### config.mk
export PLATFORM = sky130hd
export DESIGN_NAME = sync_tx_scheduler
export DESIGN_NICKNAME = d
export VERILOG_FILES = /design/src/rtl/sync_tx_scheduler.sv
export SDC_FILE = /design/constraint.sdc
export NUM_CORES = 1
export LEC_CHECK = 0
export CORE_ASPECT_RATIO = 0.8
export CORE_UTILIZATION = 35
export CTS_CLUSTER_SIZE = 10
export DETAILED_ROUTE_END_ITERATION = 16
export GPL_TIMING_DRIVEN = 0
export PLACE_DENSITY = 0.7
export SLEW_MARGIN = 20
export SYNTH_ARGS = -nofsm -noshare
export SYNTH_HDL_FRONTEND = slang
export SYNTH_SLANG_ARGS = --single-unit
### constraint.sdc
create_clock -name CLK -period 2.2 [get_ports CLK]
set_input_delay 0.44 -clock CLK [delete_from_list [all_inputs] [get_ports CLK]]
set_output_delay 0.44 -clock CLK [all_outputs]
set_load 0.01 [all_outputs]
### src/rtl/sync_tx_scheduler.sv
// sync_tx_scheduler: round-robin arbiter that sends one word at a time through a bus-enable/data CDC crossing
module sync_tx_scheduler #(
    parameter int NUM_REQ     = 4,
    parameter int BUS_WIDTH   = 8,
    parameter int HOLD_CYCLES = 4,
    parameter int GAP_CYCLES  = 4,
    parameter int CNT_WIDTH   = 4
) (
    input  logic                         CLK,
    input  logic                         RST,
    input  logic                         ctrl_en,
    input  logic [NUM_REQ-1:0]           req_valid,
    input  logic [NUM_REQ*BUS_WIDTH-1:0] req_data,
    output logic [NUM_REQ-1:0]           req_ready,
    output logic [BUS_WIDTH-1:0]         unsync_bus,
    output logic                         bus_enable,
    output logic [$clog2(NUM_REQ)-1:0]   grant_id,
    output logic                         busy,
    output logic                         xfer_done
);
    localparam int ID_W = $clog2(NUM_REQ);
    typedef enum logic [1:0] {IDLE, ASSERT, GAP} state_t;
    state_t                 state_q, state_d;
    logic [CNT_WIDTH-1:0]   timer_q, timer_d;
    logic [BUS_WIDTH-1:0]   bus_q, bus_d;
    logic                   en_q, en_d;
    logic [ID_W-1:0]        gid_q, gid_d, rr_q, rr_d, sel, idx;
    logic                   found, hs;
    logic [BUS_WIDTH-1:0]   words [NUM_REQ];
    for (genvar g = 0; g < NUM_REQ; g++) begin : g_words
        assign words[g] = req_data[g*BUS_WIDTH +: BUS_WIDTH];
    end
    always_comb begin
        sel   = '0;
        idx   = '0;
        found = 1'b0;
        for (int k = 0; k < NUM_REQ; k++) begin
            idx = ID_W'((int'(rr_q) + k) % NUM_REQ);
            if (!found && req_valid[idx]) begin
                sel   = idx;
                found = 1'b1;
            end
        end
    end
    assign hs         = (state_q == IDLE) && ctrl_en && found;
    assign req_ready  = hs ? (NUM_REQ'(1) << sel) : '0;
    assign unsync_bus = bus_q;
    assign bus_enable = en_q;
    assign grant_id   = gid_q;
    assign busy       = state_q != IDLE;
    assign xfer_done  = (state_q == GAP) && (timer_q == '0);
    always_comb begin
        state_d = state_q;
        timer_d = timer_q;
        bus_d   = bus_q;
        en_d    = en_q;
        gid_d   = gid_q;
        rr_d    = rr_q;
        if (hs) begin
            bus_d   = words[sel];
            gid_d   = sel;
            rr_d    = (sel == ID_W'(NUM_REQ - 1)) ? '0 : sel + 1'b1;
            en_d    = 1'b1;
            timer_d = CNT_WIDTH'(HOLD_CYCLES - 1);
            state_d = ASSERT;
        end else if (state_q == ASSERT) begin
            en_d    = timer_q != '0;
            timer_d = (timer_q == '0) ? CNT_WIDTH'(GAP_CYCLES - 1) : timer_q - 1'b1;
            state_d = (timer_q == '0) ? GAP : ASSERT;
        end else if (state_q == GAP) begin
            timer_d = (timer_q == '0) ? '0 : timer_q - 1'b1;
            state_d = (timer_q == '0) ? IDLE : GAP;
        end
    end
    always_ff @(posedge CLK) begin
        if (RST) begin
            state_q <= IDLE;
            timer_q <= '0;
            bus_q   <= '0;
            en_q    <= 1'b0;
            gid_q   <= '0;
            rr_q    <= '0;
        end else begin
            state_q <= state_d;
            timer_q <= timer_d;
            bus_q   <= bus_d;
            en_q    <= en_d;
            gid_q   <= gid_d;
            rr_q    <= rr_d;
        end
    end
endmodule

## Word level (Yosys, flattened, before mapping)

Cells that the tools add are included.

- Register bits: 19
- Word-level logic and storage cells: 73

- Add/sub/neg operators: 5
- Magnitude comparators: 5
- Equal/unequal tests: 3
- Shift operators: 1
- Muxes and demuxes: 33
- Bitwise gates (word level): 1
- Reduce and logical (&&, ||, !) cells: 17

Operators with widths:

| kind | count |
|---|---|
| 2-bit two-way mux | 10 |
| 4-bit two-way mux | 5 |
| 8-bit binary-select mux with 2-bit select | 1 |
| 8-bit two-way mux | 2 |
| 2-bit by 3-bit < comparator with 1-bit output, second input constant | 4 |
| 1-bit two-way mux | 11 |
| 1-bit binary-select mux with 2-bit select | 4 |
| 1-bit logical AND | 6 |
| 2-bit nonzero test | 3 |
| 2-bit by 1-bit adder with 2-bit output, second input constant | 2 |
| 2-bit adder, second input constant | 2 |
| 2-bit == test, second input constant | 2 |
| 4-bit zero test | 1 |
| 4-bit nonzero test | 1 |
| 1-bit by 2-bit left shift with 4-bit output, first input constant | 1 |
| 4-bit by 1-bit subtractor with 4-bit output, second input constant | 1 |
| 3-bit >= comparator, second input constant | 1 |
| 1-bit zero test | 3 |
| 2-bit inverter with 3-bit output | 1 |
| 3-bit nonzero test | 1 |
| 2-bit by 1-bit == test with 1-bit output, second input constant | 1 |
| 2-bit zero test | 1 |
| 2-bit OR reduction | 1 |

## Depth between registers and ports, before layout

Gate-level depths: netlist (run 1).

- Word-level depth: 16
- Gate-level depth with buffers: 8
- Mapped depth without buffers: 8

## Least setup slack after synthesis (run 1)

No wires, ideal clock.

- Kind: input to output
- Start point: input req_valid[2]
- End point: output req_ready[3]
- Arrival: 1.524 ns
- Path slack: 0.236 ns
- Stages on the path: 6
- Cells stage by stage: nor2b_1 -> a21boi_1 -> o32a_4 -> buf_6 -> ha_1 -> and2_1

- Cells in the longest elaborated chain, start to end: 14

RTL lines:

| what | line | text |
|---|---|---|
| start: declaration | 12 | `input logic [NUM_REQ-1:0] req_valid,` |
| 1-bit binary-select mux with 2-bit select | 39 | `if (!found && req_valid[idx]) begin` |
| 1-bit two-way mux (implied by the code) | 39 |  |
| 1-bit two-way mux | 39 |  |
| 1-bit zero test | 39 |  |
| 1-bit logical AND | 39 |  |
| 1-bit two-way mux | 39 |  |
| 1-bit zero test | 39 |  |
| 1-bit logical AND | 39 |  |
| 1-bit two-way mux | 39 |  |
| 1-bit zero test | 39 |  |
| 1-bit logical AND | 39 |  |
| 2-bit two-way mux or 1-bit two-way mux (tied branches) | 39 |  |
| 1-bit by 2-bit left shift with 4-bit output or 1-bit logical AND (tied branches) | 46, 45 |  |
| 4-bit two-way mux (*) | 46 | `assign req_ready = hs ? (NUM_REQ'(1) << sel) : '0;` |
| end: declaration | 14 | `output logic [NUM_REQ-1:0] req_ready,` |

Every way passes the cells marked *; elsewhere a longest branch is shown, timed or not. The select of a mux whose other input is x is not followed.

## Worst setup path after layout (run 1)

- Start point: input req_valid[3]
- End point: output req_ready[1]

The elaborated chain is that of the path after synthesis.

==> metrics.md, run 1 <==
| Metric | Value |
|---|---|
| Outcome | complete, no violations |
| Post-place setup slack | -0.878 ns |
| R2R depth | 7 |
| Layout cells sized above 1 | 16.6% |
| Worst-Margin Slew | 0.449 ns |
| Ant. Diodes | 0 |
| Pins over their slew limit | 0 |
| Vias in the first global route | 1,147 |
| Yosys reg bits | 19 |
| Period Utilization, post-route | 98.4% |
| DRT Wirelength | 3.66 mm |
| CTS tree | built |
| Port Buf Inserts | 55 |
| Post-synth ARST share | 0% |
| Syn_nets | 181 |
| Synth Cell Area | 1210 um^2 |
| Vias | 1,264 |
| Clock sink count | 19 |
| DRC | 0 |
| Number of synthesized flops with an enable pin | 0 |
| PwrDens | 749 nW/um^2 |
| Maximum clock frequency | 462 MHz |
| Initial core utilization | between 30% and 40% |
| ANT nets after route | 0 |
| CP startpoint kind | primary input |
| CTS H-tree lvls | 1 |
| Top FF cell, synth | dfxtp_1 |
| Hold Violations, Final | 0 |
| Via/cell ratio | 5.29 |
| Clock transition at path regs | 0.07 ns |
| I/O Pins | 56 |
| Die width | 67.7 um |
| CTS buffer count | 3 |
| Worst EP required | 1.76 ns |
| Drt first pass iters | 4 |
| Final setup viols | 0 |
| Avg Cell Area, Syn | 8.89 um^2 |
| CP Data Arrival Time | 1.73 ns |
| CP max FO | 4 |
| Cell depth of the worst min-delay path | 2 |
| Maxcap violations | 0 |
| Die H | ~55 um |
| Clock Tree Buf Depth | 2 |
| Netlist cell types | 32 |
| Hold-fix buffers, CTS | 0 |
| Fin nets | 245 |
| Peak VDD IR | 401 uV |
| Crit path kind | in -> out |
| Utilization after layout | about three fifths |
| Gr usage total | 20.2% |
| Min Tclk post-route | 2.17 ns |
| Final GP Congestion | 0.760 |
| Relative slew slack | 70.1% |
| Gr ovfl total | 0 |
| Leakage | between 0.7 and 0.8 nW |
| Num rows | 18 |
| Total die area | 3690 um^2 |
| Post-synthesis sequential area ratio | between 30% and 40% |
| Floorplan core area | 3200 um^2 |
| Pin count of the biggest net entering global routing | 11 |
| Initial DRC count | 36 |
| Post-DP HPWL | roughly 2.8 mm |
| Clk Tree Root Cell | clkbuf_8 |
| Total of warnings raised by yosys | 0 |
| Worst-Skew Late Latency | 0.26 ns |
| First-pass GRT wire length | ~5.4 mm |
| Placed cell area | between 1500 and 2000 um^2 |
| Routed len/inst | 15.3 um |
| CP endpoint kind | primary output |
| Final Worst Setup Slack | 0.0343 ns |
| Initial antenna violation count | 0 |
| Type of the most critical hold path | reg -> reg |
| Clock skew | about 0.0018 ns |
| Layout area overhead | 58.6% |
| Finished Cell Area | 1920 um^2 |
| Cells after Synth | 136 |
## synth_stat cells, types with 2 or more instances
cell type | n | share of area [%]
dfxtp_1 | 19 | 31
mux2i_1 | 18 | 15
nor2_1 | 12 | 3.7
nand2_1 | 11 | 3.4
a21oi_1 | 10 | 4.1
inv_1 | 9 | 2.8
nand3b_1 | 9 | 5.6
o221ai_1 | 8 | 5.8
ha_1 | 6 | 6.2
nor3_1 | 4 | 1.7
o21ai_0 | 4 | 1.7
and2_1 | 2 | 1.0
buf_2 | 2 | 0.83
clkbuf_1 | 2 | 0.62
nand3_1 | 2 | 0.83
nor2b_1 | 2 | 1.0
## through the flow
| step | instances | setup TNS (ns) | hold slack, ns | total power [mW] |
|---|---|---|---|---|
| floorplan | 136 | 0 | 0.472 | 0.855 |
| global placement | 231 | -3.61 | 0.448 | 1.10 |
| detailed placement | 231 | -4.67 | 0.461 | 1.13 |
| CTS | 238 | 0 | 0.474 | 1.39 |
| global route | 239 | -0.0110 | 0.500 | 1.52 |
| finish | 239 | 0 | 0.472 | 1.43 |
## cell type report
class,count,area [um^2]
fill,277,1280
multi-input combinational,102,798
timing repair buffer,60,569
sequential,19,383
tap,40,50.0
clock buffer,4,45.0
buffer,5,37.5
inverter,9,33.8
## registers in the layout, indices dropped and copies added, names as in the netlist
signal / count
timer_q: 4
rr_q: 2
unsync_bus: 8
bus_enable: 1
grant_id: 2
state_q: 2
## where the power goes
group	total, mW	internal, mW	switching (mW)
Sequential	0.459	0.411	0.0485
Clock	0.247	0.129	0.119
Combinational	0.728	0.383	0.345
Total	1.43	0.923	0.512
## cell families (layout without fill, tap and decap cells)
| logic type | Yosys count | after routing | share of synthesized area [%] |
|---|---|---|---|
| muxes | 18 | 18 | 14.9 |
| DFF | 19 | 19 | 31.5 |
| adders and majority gates | 6 | 6 | 6.21 |
| and+or+nand+nor | 48 | 48 | 20.7 |
| AOI/OAI and AO/OA | 30 | 30 | 19.9 |
| buffers and inverters | 15 | 78 | 6.83 |
## worst paths after layout
check,start,end,slack [ns]
worst min register to register,grant_id[0]$_SDFFE_PP0P_,grant_id[0]$_SDFFE_PP0P_,0.47
worst max register to register,rr_q[0]$_SDFFE_PP0P_,unsync_bus[5]$_SDFFE_PP0P_,0.55
worst min-delay path,grant_id[0]$_SDFFE_PP0P_,grant_id[0]$_SDFFE_PP0P_,0.47
worst max-delay path,req_valid[3],req_ready[1],0.03
## timing repair
| item | 4_1_cts | 5_1_grt |
|---|---|---|
| resized for setup | 32 | 11 |
| setup endpoints to repair | 4 | 4 |
| pin swaps | 3 | 3 |
| setup buffers | 4 | 1 |
## placed cells by master, fill, tap and decap left out, drive strengths merged
master and instances:
nand3 2, a21oi 10, dlygate4sd2 2, ha 6, nor2 12, or2 1
o311a 1, nor3 4, a22oi 1, o32a 1, inv 9, and3 1
o2111a 1, o21ai 4, buf 11, clkdlybuf4s15 3, nor2b 3, nor3b 1
nand2b 1, o311ai 1, dfxtp 19, or3 1, and2 2, nand3b 9
a21boi 1, clkdlybuf4s50 46, mux2i 18, a31oi 1, clkbuf 7, o211ai 1
nand2 11, o221ai 8
## worst max-delay path, cell delays in order
cell and delay [ns]:
clkdlybuf4s15_2 0.23, inv_1 0.07, a21oi_2 0.18, o21ai_1 0.11, or3_1 0.38, nor2_1 0.09, clkdlybuf4s15_2 0.22
## routing by layer
layer  vias up  share of wire [%]  track usage [%]
li1        620                  -                -
met1       603                 43             25.6
met2        34                 51             34.5
met3         7                4.8             3.96
met4         0                1.2             6.03
met5         -                  0                0
Note: power is estimated with default switching activity, not from simulation.
==> run 2: changes to the inputs <==
--- a/config.mk
+++ b/config.mk
@@ -10,7 +10,7 @@
 export CTS_CLUSTER_SIZE = 10
 export DETAILED_ROUTE_END_ITERATION = 16
 export GPL_TIMING_DRIVEN = 0
-export PLACE_DENSITY = 0.7
+export PLACE_DENSITY = 0.72
 export SLEW_MARGIN = 20
 export SYNTH_ARGS = -nofsm -noshare
 export SYNTH_HDL_FRONTEND = slang
==> constraint.sdc (replaced) <==
create_clock -name CLK -period 1.83 [get_ports CLK]
set_input_delay 0.2745 -clock CLK [delete_from_list [all_inputs] [get_ports CLK]]
set_output_delay 0.2745 -clock CLK [all_outputs]
set_load 0.01 [all_outputs]
==> run 2 against run 1 <==
Utilization grew 2.1 points. Cell area increased by 3.5%. Routed wire length decreased by 0.74%. Via count grew 1.3%. Non-clock buffer count increased by 5. First-iteration DRC count down 11%. Count of clock-buffer cells in the layout stayed put. Sequential share of layout area is 0.29 points lower. Hold slack worse by 0.011 ns. Final cell count grew 2.1%. Die area is the same. Worst setup slack worse by 0.030 ns.
==> metrics.md, run 2 (same netlist as run 1, synthesis figures left out) <==
| Metric | Value |
|---|---|
| Worst-Skew Late Latency | 0.25 ns (about the same) |
| Clock sink count | 19 (unchanged) |
| Maxcap violations | 0 (unchanged) |
| Min Tclk post-route | 1.83 ns |
| Initial core utilization | 37.8% (unchanged) |
| Worst EP required | 1.56 ns (-0.20 ns) |
| Clock share of power | 16.5% (-0.7 points) |
| First-pass GRT wire length | 5.39 mm (-0.39%) |
| Routed len/inst | 14.9 um (-2.8%) |
| Clock skew | 0.00508 ns (+0.00328 ns) |
| Clock transition at path regs | 0.07 ns (about the same) |
| Worst-Margin Slew | 0.461 ns (+0.0121 ns) |
| Period Utilization, post-route | 99.8% |
| Total power | 1.75 mW (+22%) |
| DRC | 0 (unchanged) |
| Leakage | 0.794 nW (+4.9%) |
| CTS tree | built |
| Post-place setup slack | -0.885 ns (-0.00727 ns) |
| Non-filler cells, final | 244 (+2.1%) |
| Final Worst Setup Slack | 0.00394 ns (-0.0303 ns) |
| NetSw | 0.607 mW (+19%) |
| Outcome | complete, no violations |
| CP Data Arrival Time | 1.55 ns (-0.18 ns) |
| Maximum clock frequency | about 550 MHz |
| Ant. Diodes | 0 (unchanged) |
| Type of the most critical hold path | reg -> reg |
| CP endpoint kind | primary output |
| Placed Instances | 231 (unchanged) |
| Port Buf Inserts | 55 (unchanged) |
| I/O Pins | 56 (unchanged) |
| Gr usage total | 20.0% (-0.18 points) |
| Via/cell ratio | 5.25 (-0.81%) |
| Final GP Congestion | 0.750 (-1.4%) |
| Pins over their slew limit | 0 (unchanged) |
| Num rows | 18 (unchanged) |
| Clk Tree Root Cell | clkbuf_8 |
| Die width | 67.7 um (unchanged) |
| RSZ-0062 raised after global routing | yes |
| Final setup viols | 0 (unchanged) |
| CTS H-tree lvls | 1 (unchanged) |
| Peak VDD IR | 437 uV (+8.9%) |
| Floorplan core area | 3200 um^2 (unchanged) |
| Hold Violations, Final | 0 (unchanged) |
| Commonest non-fill, non-tap cells in the layout | clkdlybuf4s50_1, mux2i_1, dfxtp_1, nor2_1, nand2_1 |
| Die H | 54.6 um (unchanged) |
| PwrDens | 882 nW/um^2 (+18%) |
| DRT Wirelength | 3.64 mm (-0.74%) |
| ANT nets after route | 0 (unchanged) |
| Layout cells sized above 1 | 22.5% (+6.0 points) |
| Metal3 WL | 155 um (-12%) |
| Vias in the first global route | 1,136 (-0.96%) |
| Fin nets | 250 (+2.0%) |
| TNS Setup | 0 ns (unchanged) |
| Max FFs per register | 8 (unchanged) |
| Layout area overhead | 64.1% |
| Hold WS | 0.461 ns (-0.0110 ns) |
| Uppermost layer routed | met4 |
| Internal power | 1.14 mW (+24%) |
| Gr ovfl total | 0 (unchanged) |
| CP startpoint kind | flop |
| Drt first pass iters | 5 (+1) |
| Commonest non-fill, non-tap cell in the layout | clkdlybuf4s50_1 |
| Sw Ratio | 34.7% (-0.96 points) |
| Pin count of the biggest net entering global routing | 11 (unchanged) |
| Routed wl met2 | 1.91 mm (+3.1%) |
| Comb power frac | 51.6% (+0.8 points) |
| Post-DP HPWL | 2.70 mm (-3.7%) |
| Reg power frac | 31.8% (-0.2 points) |
| Clock Tree Buf Depth | 2 (unchanged) |
| Total die area | 3690 um^2 (unchanged) |
| CTS buffer count | 3 (unchanged) |
| Post-route met1 wirelength | 1.53 mm (-4.0%) |
| Fillcell total | 271 (-2.2%) |
| CP max FO | 3 (-1) |
| Relative slew slack | 69.3% (-0.81 points) |
| Initial DRC count | 32 (-11%) |
| Hold-fix buffers, CTS | 0 (unchanged) |
| Vias | 1,280 (+1.3%) |
| Crit path kind | reg -> out |
| Initial antenna violation count | 0 (unchanged) |
run 2: area by class of cell:
type / instances / area (um^2) / share of cell area [%]
Multi-Input combinational cell: 102 / 816 / 41.1
Timing Repair Buffer: 65 / 611 / 30.8
Sequential cell: 19 / 390 / 19.7
Tap cell: 40 / 50.0 / 2.52
Clock buffer: 4 / 45.0 / 2.27
Buffer: 5 / 37.5 / 1.89
Inverter: 9 / 33.8 / 1.70
run 2: worst paths after layout:
kind / from / endpoint / slack, ns / cells past startpoint
max: rr_q[0]$_SDFFE_PP0P_ / req_ready[3] / 0.004 / 7
min reg2reg: grant_id[0]$_SDFFE_PP0P_ / grant_id[0]$_SDFFE_PP0P_ / 0.46 / 2
min: grant_id[0]$_SDFFE_PP0P_ / grant_id[0]$_SDFFE_PP0P_ / 0.46 / 2
max reg2reg: rr_q[0]$_SDFFE_PP0P_ / unsync_bus[4]$_SDFFE_PP0P_ / 0.23 / 8
run 2: critical path: stages, from the launching register on:
cell and delay [ns]:
dfxtp_4 0.37, nor2b_4 0.13, a21oi_2 0.05, o211ai_1 0.23, inv_1 0.08, ha_2 0.18
and2_4 0.13, buf_6 0.11
run 2: power by group through the flow:
| stage | Sequential (mW) | Combinational, mW | Clock [mW] |
|---|---|---|---|
| after detailed placement | 0.552 | 0.797 | 0 |
| final | 0.556 | 0.903 | 0.289 |
| after CTS | 0.546 | 0.865 | 0.299 |
| after global routing | 0.564 | 0.978 | 0.323 |
| after global placement | 0.548 | 0.775 | 0 |
| after floorplan | 0.563 | 0.465 | 0 |
run 2: repair_timing:
item / CTS / global route
hold endpoints to repair: 0 / 0
endpoints found under the setup margin: 15 / 4
gates resized for setup: 42 / 15
buffers inserted: 8 / 2
pin swaps: 6 / 3
run 2: routing by layer:
metal / global-route usage [%] / vias to the layer above
met3: 3.96 / 4
li1: - / 631
met2: 34.5 / 33
met5: 0 / -
met1: 24.7 / 612
met4: 7.09 / 0
run 2: through the flow:
stage / util (%) / instance area, um^2
after floorplan: - / 1210
after global placement: 56.6 / 1810
after detailed placement: 56.6 / 1810
after CTS: 60.3 / 1930
after global routing: 62.0 / 1980
final: 62.0 / 1980
==> run 3: changes to the inputs <==
--- a/config.mk
+++ b/config.mk
@@ -5,7 +5,9 @@
 export SDC_FILE = /design/constraint.sdc
 export NUM_CORES = 1
 export LEC_CHECK = 0
+export CAP_MARGIN = 15
 export CORE_ASPECT_RATIO = 0.8
+export CORE_MARGIN = 10
 export CORE_UTILIZATION = 35
 export CTS_CLUSTER_SIZE = 10
 export DETAILED_ROUTE_END_ITERATION = 16
==> run 3 against run 2 <==
Clock skew down 0.0043 ns. Power up 0.18%. Flip-flop and latch count unchanged. Worst setup slack worse by 0.025 ns. First-iteration DRC count up 100%. Utilization down 3.4 points. Final cell count unchanged. Cell area down 0.32%. Critical path type is now in -> out. Sequential power down 1%. Count of clock-buffer cells in the layout unchanged. The flow now finishes with violations (negative setup slack). Register-to-register slack worse by 0.14 ns.
==> metrics.md, run 3 (same netlist as run 1, synthesis figures left out) <==
| Metric | Value |
|---|---|
| Final Worst Setup Slack | -0.0206 ns (-0.0245 ns) |
| RR Endpoint | unsync_bus[5]$_SDFFE_PP0P_ |
| Post-route met1 wirelength | 1.58 mm (+3.5%) |
| Outcome | complete, but fails checks |
| CTS buffer count | 3 (unchanged) |
| Crit Reg-Reg Startpoint | rr_q[0]$_SDFFE_PP0P_ |
| Min Tclk post-route | 1.85 ns (+0.0245 ns) |
| Initial core utilization | 35.8% (-2.0 points) |
| Clock Tree Buf Depth | 2 (unchanged) |
| ANT nets after route | 0 (unchanged) |
| Maxcap violations | 0 (unchanged) |
| DRC | 0 (unchanged) |
| CP Data Arrival Time | 1.58 ns (+0.03 ns) |
| Routed wl met2 | 2.19 mm (+15%) |
| Num rows | 19 (+1) |
| Relative slew slack | 71.2% (+1.9 points) |
| Port Buf Inserts | 55 (unchanged) |
| Period Utilization, post-route | 101% (+1.3 points) |
| Commonest non-fill, non-tap cells in the layout | clkdlybuf4s50_1, mux2i_1, dfxtp_1, nor2_1, nand2_1 |
| CTS tree | built |
| Gr usage total | 12.0% (-8.0 points) |
| Gr ovfl total | 0 (unchanged) |
| Pins over their slew limit | 0 (unchanged) |
| Hold-critical path endpoint | grant_id[0]$_SDFFE_PP0P_ |
| Maximum clock frequency | 540 MHz (-1.3%) |
| Initial antenna violation count | 0 (unchanged) |
| First-pass GRT wire length | 6.18 mm (+15%) |
| CP startpoint kind | primary input |
| Max FFs per register | 8 (unchanged) |
| R2R depth | 8 (unchanged) |
| Vias in the first global route | 1,240 (+9.2%) |
| Worst-Margin Slew | 0.432 ns (-0.0292 ns) |
| CP max FO | 2 (-1) |
| Die H | 72.6 um (+33%) |
| Violated checks | negative setup slack |
| Worst-Skew Late Latency | 0.25 ns (about the same) |
| CP endpoint kind | primary output |
| Ant. Diodes | 0 (unchanged) |
| Layout area overhead | 63.6% |
| Routed len/inst | 16.2 um (+8.4%) |
| Clock skew | 0.000820 ns (-0.00426 ns) |
| Total power | 1.75 mW (+0.18%) |
| Hold Violations, Final | 0 (unchanged) |
| Fin nets | 248 (-0.80%) |
| Vias | 1,247 (-2.6%) |
| I/O Pins | 56 (unchanged) |
| Die width | 85.7 um (+27%) |
| Clock sink count | 19 (unchanged) |
| Leakage | 0.785 nW (-1.2%) |
| DRT Wirelength | 3.94 mm (+8.4%) |
| Hold path startpoint | grant_id[0]$_SDFFE_PP0P_ |
| Pin count of the biggest net entering global routing | 11 (unchanged) |
| Clock transition at path regs | 0.07 ns (about the same) |
| Floorplan core area | 3380 um^2 (+5.6%) |
| Commonest non-fill, non-tap cell in the layout | clkdlybuf4s50_1 |
| Final GP Congestion | 0.736 (-1.9%) |
| Layout cells sized above 1 | 20.3% (-2.3 points) |
| Post-place setup slack | -0.933 ns (-0.0480 ns) |
| Final setup viols | 2 (+2) |
| Hold-fix buffers, CTS | 0 (unchanged) |
| Crit path kind | in -> out |
| Peak VDD IR | 519 uV (+19%) |
| RSZ-0062 raised after global routing | yes |
| Via/cell ratio | 5.11 (-2.6%) |
| Uppermost layer routed | met4 |
| R2R setup slack | 0.09 ns (-0.14 ns) |
| TNS Setup | -0.0366 ns (-0.0366 ns) |
| PwrDens | 886 nW/um^2 (+0.50%) |
| Fillcell total | 288 (+6.3%) |
| Post-DP HPWL | 3.09 mm (+15%) |
| Drt first pass iters | 4 (-1) |
| Type of the most critical hold path | reg -> reg |
| Total die area | 6220 um^2 (+68%) |
| Initial DRC count | 64 (+100%) |
| Metal3 WL | 139 um (-10%) |
| CTS H-tree lvls | 1 (unchanged) |
| Worst EP required | 1.56 ns (about the same) |
| Cell depth of the worst min-delay path | 2 (unchanged) |
| Clk Tree Root Cell | clkbuf_8 |
## run 3: cell type report
class | count | area, um^2 | area share [%]
Buffer | 5 | 37.5 | 1.90
Clock buffer | 4 | 45.0 | 2.28
Inverter | 9 | 33.8 | 1.71
Multi-Input combinational cell | 102 | 820 | 41.5
Sequential cell | 19 | 385 | 19.5
Tap cell | 42 | 52.6 | 2.66
Timing Repair Buffer | 63 | 603 | 30.5
## run 3: metrics by stage
stage / hold slack, ns / instances / util (%) / cell area (um^2)
after floorplan: 0.472 / 136 / - / 1210
after global placement: 0.446 / 233 / 53.7 / 1810
after detailed placement: 0.449 / 233 / 53.7 / 1810
after CTS: 0.458 / 241 / 57.0 / 1930
after global routing: 0.494 / 244 / 58.6 / 1980
final: 0.458 / 244 / 58.6 / 1980
## run 3: how the worst max path moves through the flow
| stage | start | to | cells after the start |
|---|---|---|---|
| after floorplan | req_valid[2] | req_ready[3] | 6 |
| after global placement | req_valid[2] | req_ready[3] | 8 |
| after detailed placement | req_valid[2] | req_ready[3] | 8 |
| after CTS | rr_q[0]$_SDFFE_PP0P_ | req_ready[3] | 7 |
| after global routing | rr_q[0]$_SDFFE_PP0P_ | req_ready[1] | 6 |
| final | ctrl_en | req_ready[1] | 5 |
## run 3: timing repair
action	in CTS	in global routing
buffers inserted	5	3
setup endpoints to repair	15	3
pin swaps	3	5
gates resized for setup	50	11
## run 3: where the power goes
group	leakage [nW]	total [mW]	internal, mW	switching (mW)
registers	0.157	0.550	0.494	0.0557
logic	0.605	0.912	0.489	0.422
clock network	0.0228	0.290	0.155	0.136
total	0.785	1.75	1.14	0.614
## run 3: metal layers
layer / GRT usage, % / vias up
li1: - / 628
met1: 12.8 / 597
met2: 23.2 / 20
met3: 2.57 / 2
met4: 3.28 / 0
met5: 0 / -
## run 3: critical path, cell delays in order
cell and delay [ns]:
clkdlybuf4s50_1 0.55, o311ai_4 0.13, or3_1 0.34, nor2_1 0.13, buf_2 0.15
==> variant 1: new RTL, settings of run 1 <==
The 3 states of `state_t` get a one-hot encoding in 3 bits.
--- a/src/rtl/sync_tx_scheduler.sv
+++ b/src/rtl/sync_tx_scheduler.sv
@@ -19,7 +19,7 @@
     output logic                         xfer_done
 );
     localparam int ID_W = $clog2(NUM_REQ);
-    typedef enum logic [1:0] {IDLE, ASSERT, GAP} state_t;
+    typedef enum logic [2:0] {IDLE = 3'b001, ASSERT = 3'b010, GAP = 3'b100} state_t;
     state_t                 state_q, state_d;
     logic [CNT_WIDTH-1:0]   timer_q, timer_d;
     logic [BUS_WIDTH-1:0]   bus_q, bus_d;
Formal check against the unedited RTL: same outputs for any inputs over 10 cycles, from zero or initial values and one cycle with RST high; not proved beyond that.
==> variant 1 against run 1 <==
Total power shrank 17%. Area after synthesis is 2.6% higher. Wire length decreased by 0.85%. Non-clock buffer count increased by 5. Final area up 2.5%. Register-to-register slack got worse by 0.21 ns. Highest routed layer unchanged. Setup slack better by 0.027 ns. Sequential cell count up 1.
==> variant 1: results (changes against run 1) <==
GRT
  – Global-route wire length before repair: 5920 um (+9.4%)
  – Met3 Use GR: 0.0372 (-0.00239)
  – Largest net degree at the start of global routing: 18 (+7)
  – GRT met1 Usage: 0.259 (+0.00296)
  – Grt met2 use: 0.363 (+0.0179)

Drt
  – Starting DRT DRC Count: 60 (+67%)
  – WL met1: 1600 um (+0.50%)
  – Met2 WL: 1910 um (+2.9%)
  – Total vias in the final route: 1284 (+1.6%)
  – Drt wl/cell: 14.8 um (-3.7%)
  – Metal3 WL: 106 um (-40%)
  – Routed WL: 3630 um (-0.85%)

Logic synthesis
  – Commonest cells post-synth: dfxtp_1, mux2i_1, nand2_1
  – Synth Area in Adders: 0.0505 (-0.0117)
  – Multiplexer area fraction after synthesis: 0.153 (+0.00431)
  – Synth Instances: 140 (+2.9%)
  – Seq/Total Area, Yosys: 0.323 (+0.00821)
  – Post-Synth XOR/XNOR Area: 0 (unchanged)
  – Syn_nets: 184 (+1.7%)
  – Dominant cells by area after synthesis: dfxtp_1, mux2i_1, o221ai_1
  – Compound-Gate Fraction of Synth Area: 0.197 (-0.00199)

Pwr
  – Worst VDD drop: 0.374 mV (-6.8%)
  – Sequential power: 434 uW (-5.4%)
  – Total chip power: 1190 uW (-17%)
  – Clock power frac: 0.240 (+0.068)
  – Pleak: 0.000787 uW (+3.9%)
  – Switch Pwr: 371 uW (-28%)

Placement
  – IO Port Bufs: 55 (unchanged)
  – Placed Cells: 235 (+1.7%)
  – Placement Setup Slack: -0.746 ns (+0.132 ns)
  – RD Place Congestion: 0.730 (-4.1%)
  – Dpl hpwl: 2700 um (-3.6%)
  – Post-DP Area: 1840 um2 (+1.7%)

Clocking
  – Post-CTS setup buffers: 9 (+5)
  – Max Buffers Root-to-Sink: 2 (unchanged)

Worst setup path
  – Max FO, Critical Path: 17 (+13)
  – RR Startpoint: rr_q[1]$_SDFFE_PP0P_
  – Crit-path max cell delay: 0.47 ns (+0.09 ns)
  – CP arrival: 1.70 ns (-0.03 ns)
  – CP startpoint: ctrl_en
  – Critical path's slowest cell: clkdlybuf4s50_1

Run status
  – Status: finished clean

Cells and area
  – Final Instance Area: 1970 um2 (+2.5%)
  – Share of layout cells above drive strength 1: 0.180 (+0.0138)

Min path
  – Worst Hold Launch: grant_id[1]$_SDFFE_PP0P_

STA
  – Layout Skew: 0.00182 ns (+0.0000183 ns)
  – Relative slew slack: 0.705 (+0.00383)
variant 1: changes by cell type in the layout (fill, tap and decap cells not counted), sizes merged, moves of 2 or more:
cell,change
clkdlybuf4s15,-3
buf,+7
inv,-2
nand3,-2
a31oi,+2
o21ai,+3
nor2,-3
nand2b,+4
a211oi,+2
variant 1: area by class of cell:
cell class                 count  area, um2  area share
multi-input combinational    105        803       0.409
timing repair buffer          65        597       0.304
sequential                    20        403       0.205
clock buffer                   4       55.1      0.0280
tap                           40       50.0      0.0255
buffer                         5       31.3      0.0159
inverter                       7       26.3      0.0134
variant 1: worst paths after layout:
check,end,slack (ns),cells past startpoint
setup / recovery,req_ready[2],0.06,6
hold / removal,grant_id[1]$_SDFFE_PP0P_,0.46,2
setup reg to reg,unsync_bus[5]$_SDFFE_PP0P_,0.34,8
hold reg to reg,grant_id[1]$_SDFFE_PP0P_,0.46,2
==> variant 2: new RTL, flow settings as in run 1 <==
Made on the original files. Change the parameter `BUS_WIDTH` from 8 to 9.
--- a/src/rtl/sync_tx_scheduler.sv
+++ b/src/rtl/sync_tx_scheduler.sv
@@ -1,7 +1,7 @@
 // sync_tx_scheduler: round-robin arbiter that sends one word at a time through a bus-enable/data CDC crossing
 module sync_tx_scheduler #(
     parameter int NUM_REQ     = 4,
-    parameter int BUS_WIDTH   = 8,
+    parameter int BUS_WIDTH   = 9,
     parameter int HOLD_CYCLES = 4,
     parameter int GAP_CYCLES  = 4,
     parameter int CNT_WIDTH   = 4
Interface: changed (resized req_data and unsync_bus); port bits go from 56 to 61. The function was not compared with the original's and may differ.
==> variant 2 against run 1 <==
Sequential cell count grew 1. Worst hold slack lost 0.017 ns. Critical path type unchanged. First-iteration DRC count grew 8.3%. Area after synthesis grew 16%. Wire length grew 14%. Total power grew 11%. Global-route usage grew 1.6 points. Critical endpoint is now req_ready[3]. Final area grew 16%. Setup slack gained 0.011 ns. Sequential share of layout area shrank 1.7 points. Clock power grew 16%.
==> variant 2: results (changes against run 1) <==
Clocking
  – Reg clk slew, reported paths: 0.08 ns
  – Num CTS Buffers: 3 (unchanged)
  – Clock Root Buffer: clkbuf_8
  – Max Buffers Root-to-Sink: 2 (unchanged)

Logic synthesis
  – Syn_nets: 221 (+22%)
  – Yosys warnings: 0 (unchanged)
  – Commonest cells post-synth: nand2_1, dfxtp_1, inv_1
  – Yosys cell types: 39 (+22%)
  – Seq/Total Area, Yosys: 0.285 (-0.0292)
  – Dominant cells by area after synthesis: dfxtp_1, a211oi_2, o311a_1
  – Top_reg_cell synth: dfxtp_1
  – Synth async-reset ratio: 0 (unchanged)
  – Synth Area per Inst: 8.15 um2 (-8.2%)

Cells and area
  – Fill count: 362 (+31%)
  – Non-filler cells, final: 297 (+24%)
  – Max reg flops: 9 (+1)
  – # diodes: 0 (unchanged)
  – Share of layout cells above drive strength 1: 0.231 (+0.0656)

STA
  – Layout Skew: 0.00270 ns (+0.000895 ns)
  – Relative slew slack: 0.661 (-0.0396)

Worst setup path
  – Critical path's slowest cell: or4_4
  – CP top delay family: simple AND/OR/NAND/NOR gates
  – Crit-path max cell delay: 0.51 ns (+0.13 ns)
  – Max FO, Critical Path: 4 (unchanged)

Placement
  – IO Port Bufs: 60 (+9.1%)
  – Dpl hpwl: 3040 um (+8.5%)
  – Placed Cells: 287 (+24%)
  – Placement Setup Slack: -1.03 ns (-0.153 ns)
  – RD Place Congestion: 0.767 (+0.85%)

Drt
  – Total vias in the final route: 1505 (+19%)
  – Drt wl/cell: 14.1 um (-8.0%)
  – Drt first pass iters: 4 (unchanged)
  – Starting DRT DRC Count: 39 (+8.3%)

Min path
  – Hold crit path type: reg2reg

GRT
  – Largest net degree at the start of global routing: 12 (+1)
  – Global-route wire length before repair: 7060 um (+30%)
  – Total track usage: 0.217 (+0.0156)
  – Vias in the first global route: 1437 (+25%)

Pwr
  – Pleak: 0.000927 uW (+22%)
  – Switch Pwr: 578 uW (+13%)
  – Worst VDD drop: 0.371 mV (-7.5%)

Run status
  – Status: finished clean

Floorplan
  – Starting Density: 0.366 (-0.0116)
variant 2: changes by cell type after synthesis, sizes merged, moves of 5 or more:
cell,change
a211oi,+8
and3,+9
inv,+5
mux2i,-16
nand2,+11
nand3,+10
nand3b,-8
o221ai,-8
o311a,+8
o31ai,+9
variant 2: timing repair:
| item | CTS | global route |
|---|---|---|
| setup buffers | 8 | 0 |
| setup endpoints to repair | 5 | 4 |
| resized for setup | 57 | 6 |
| pin swaps | 3 | 2 |
| hold buffers | 0 | 0 |
variant 2: logic make-up after synthesis:
kind of cell	synth area share
muxes	0.0143
AOI/OAI and AO/OA	0.280
and+or+nand+nor	0.277
adders and majority gates	0.0535
DFF	0.285
buffers and inverters	0.0901
variant 2: worst paths after layout:
| kind | startpoint | endpoint | slack (ns) | depth (start not counted) |
|---|---|---|---|---|
| max reg2reg | rr_q[0]$_SDFFE_PP0P_ | unsync_bus[7]$_SDFFE_PP0P_ | 0.31 | 6 |
| min reg2reg | unsync_bus[6]$_SDFFE_PP0P_ | unsync_bus[6]$_SDFFE_PP0P_ | 0.46 | 2 |
| max | req_valid[1] | req_ready[3] | 0.05 | 8 |
| min | unsync_bus[6]$_SDFFE_PP0P_ | unsync_bus[6]$_SDFFE_PP0P_ | 0.46 | 2 |
variant 2: worst min-delay path, stage by stage, from the launching register on:
cell	delay [ns]
dfxtp_1	0.33
nand2_1	0.05
o31ai_1	0.05
variant 2: metal layers:
layer	vias to the layer above	global-route usage	part of all wire
met1	702	0.305	0.50
met2	32	0.356	0.46
met4	0	0.0364	0.0091
met3	4	0.0360	0.028
li1	767	-	-
met5	-	0	0
variant 2: stage by stage:
step                setup TNS [ns]  area [um2]
floorplan                        0        1400
global placement             -5.73        2070
detailed placement           -5.99        2070
CTS                              0        2220
global route                     0        2220
finish                           0        2220
variant 2: area by class of cell:
| cell class | count | share of cell area |
|---|---|---|
| multi-input cells | 126 | 0.420 |
| repair buffers | 68 | 0.283 |
| flip-flops and latches | 20 | 0.183 |
| plain buffers | 10 | 0.0344 |
| well taps | 55 | 0.0310 |
| clock buffers | 4 | 0.0248 |
| inverters | 14 | 0.0237 |
variant 2: power by group through the flow:
stage               logic (uW)  clock network (uW)  registers, uW
floorplan                  454                   0            492
global placement           757                   0            481
detailed placement         760                   0            483
CTS                        825                 295            478
global route               917                 304            487
finish                     831                 287            479
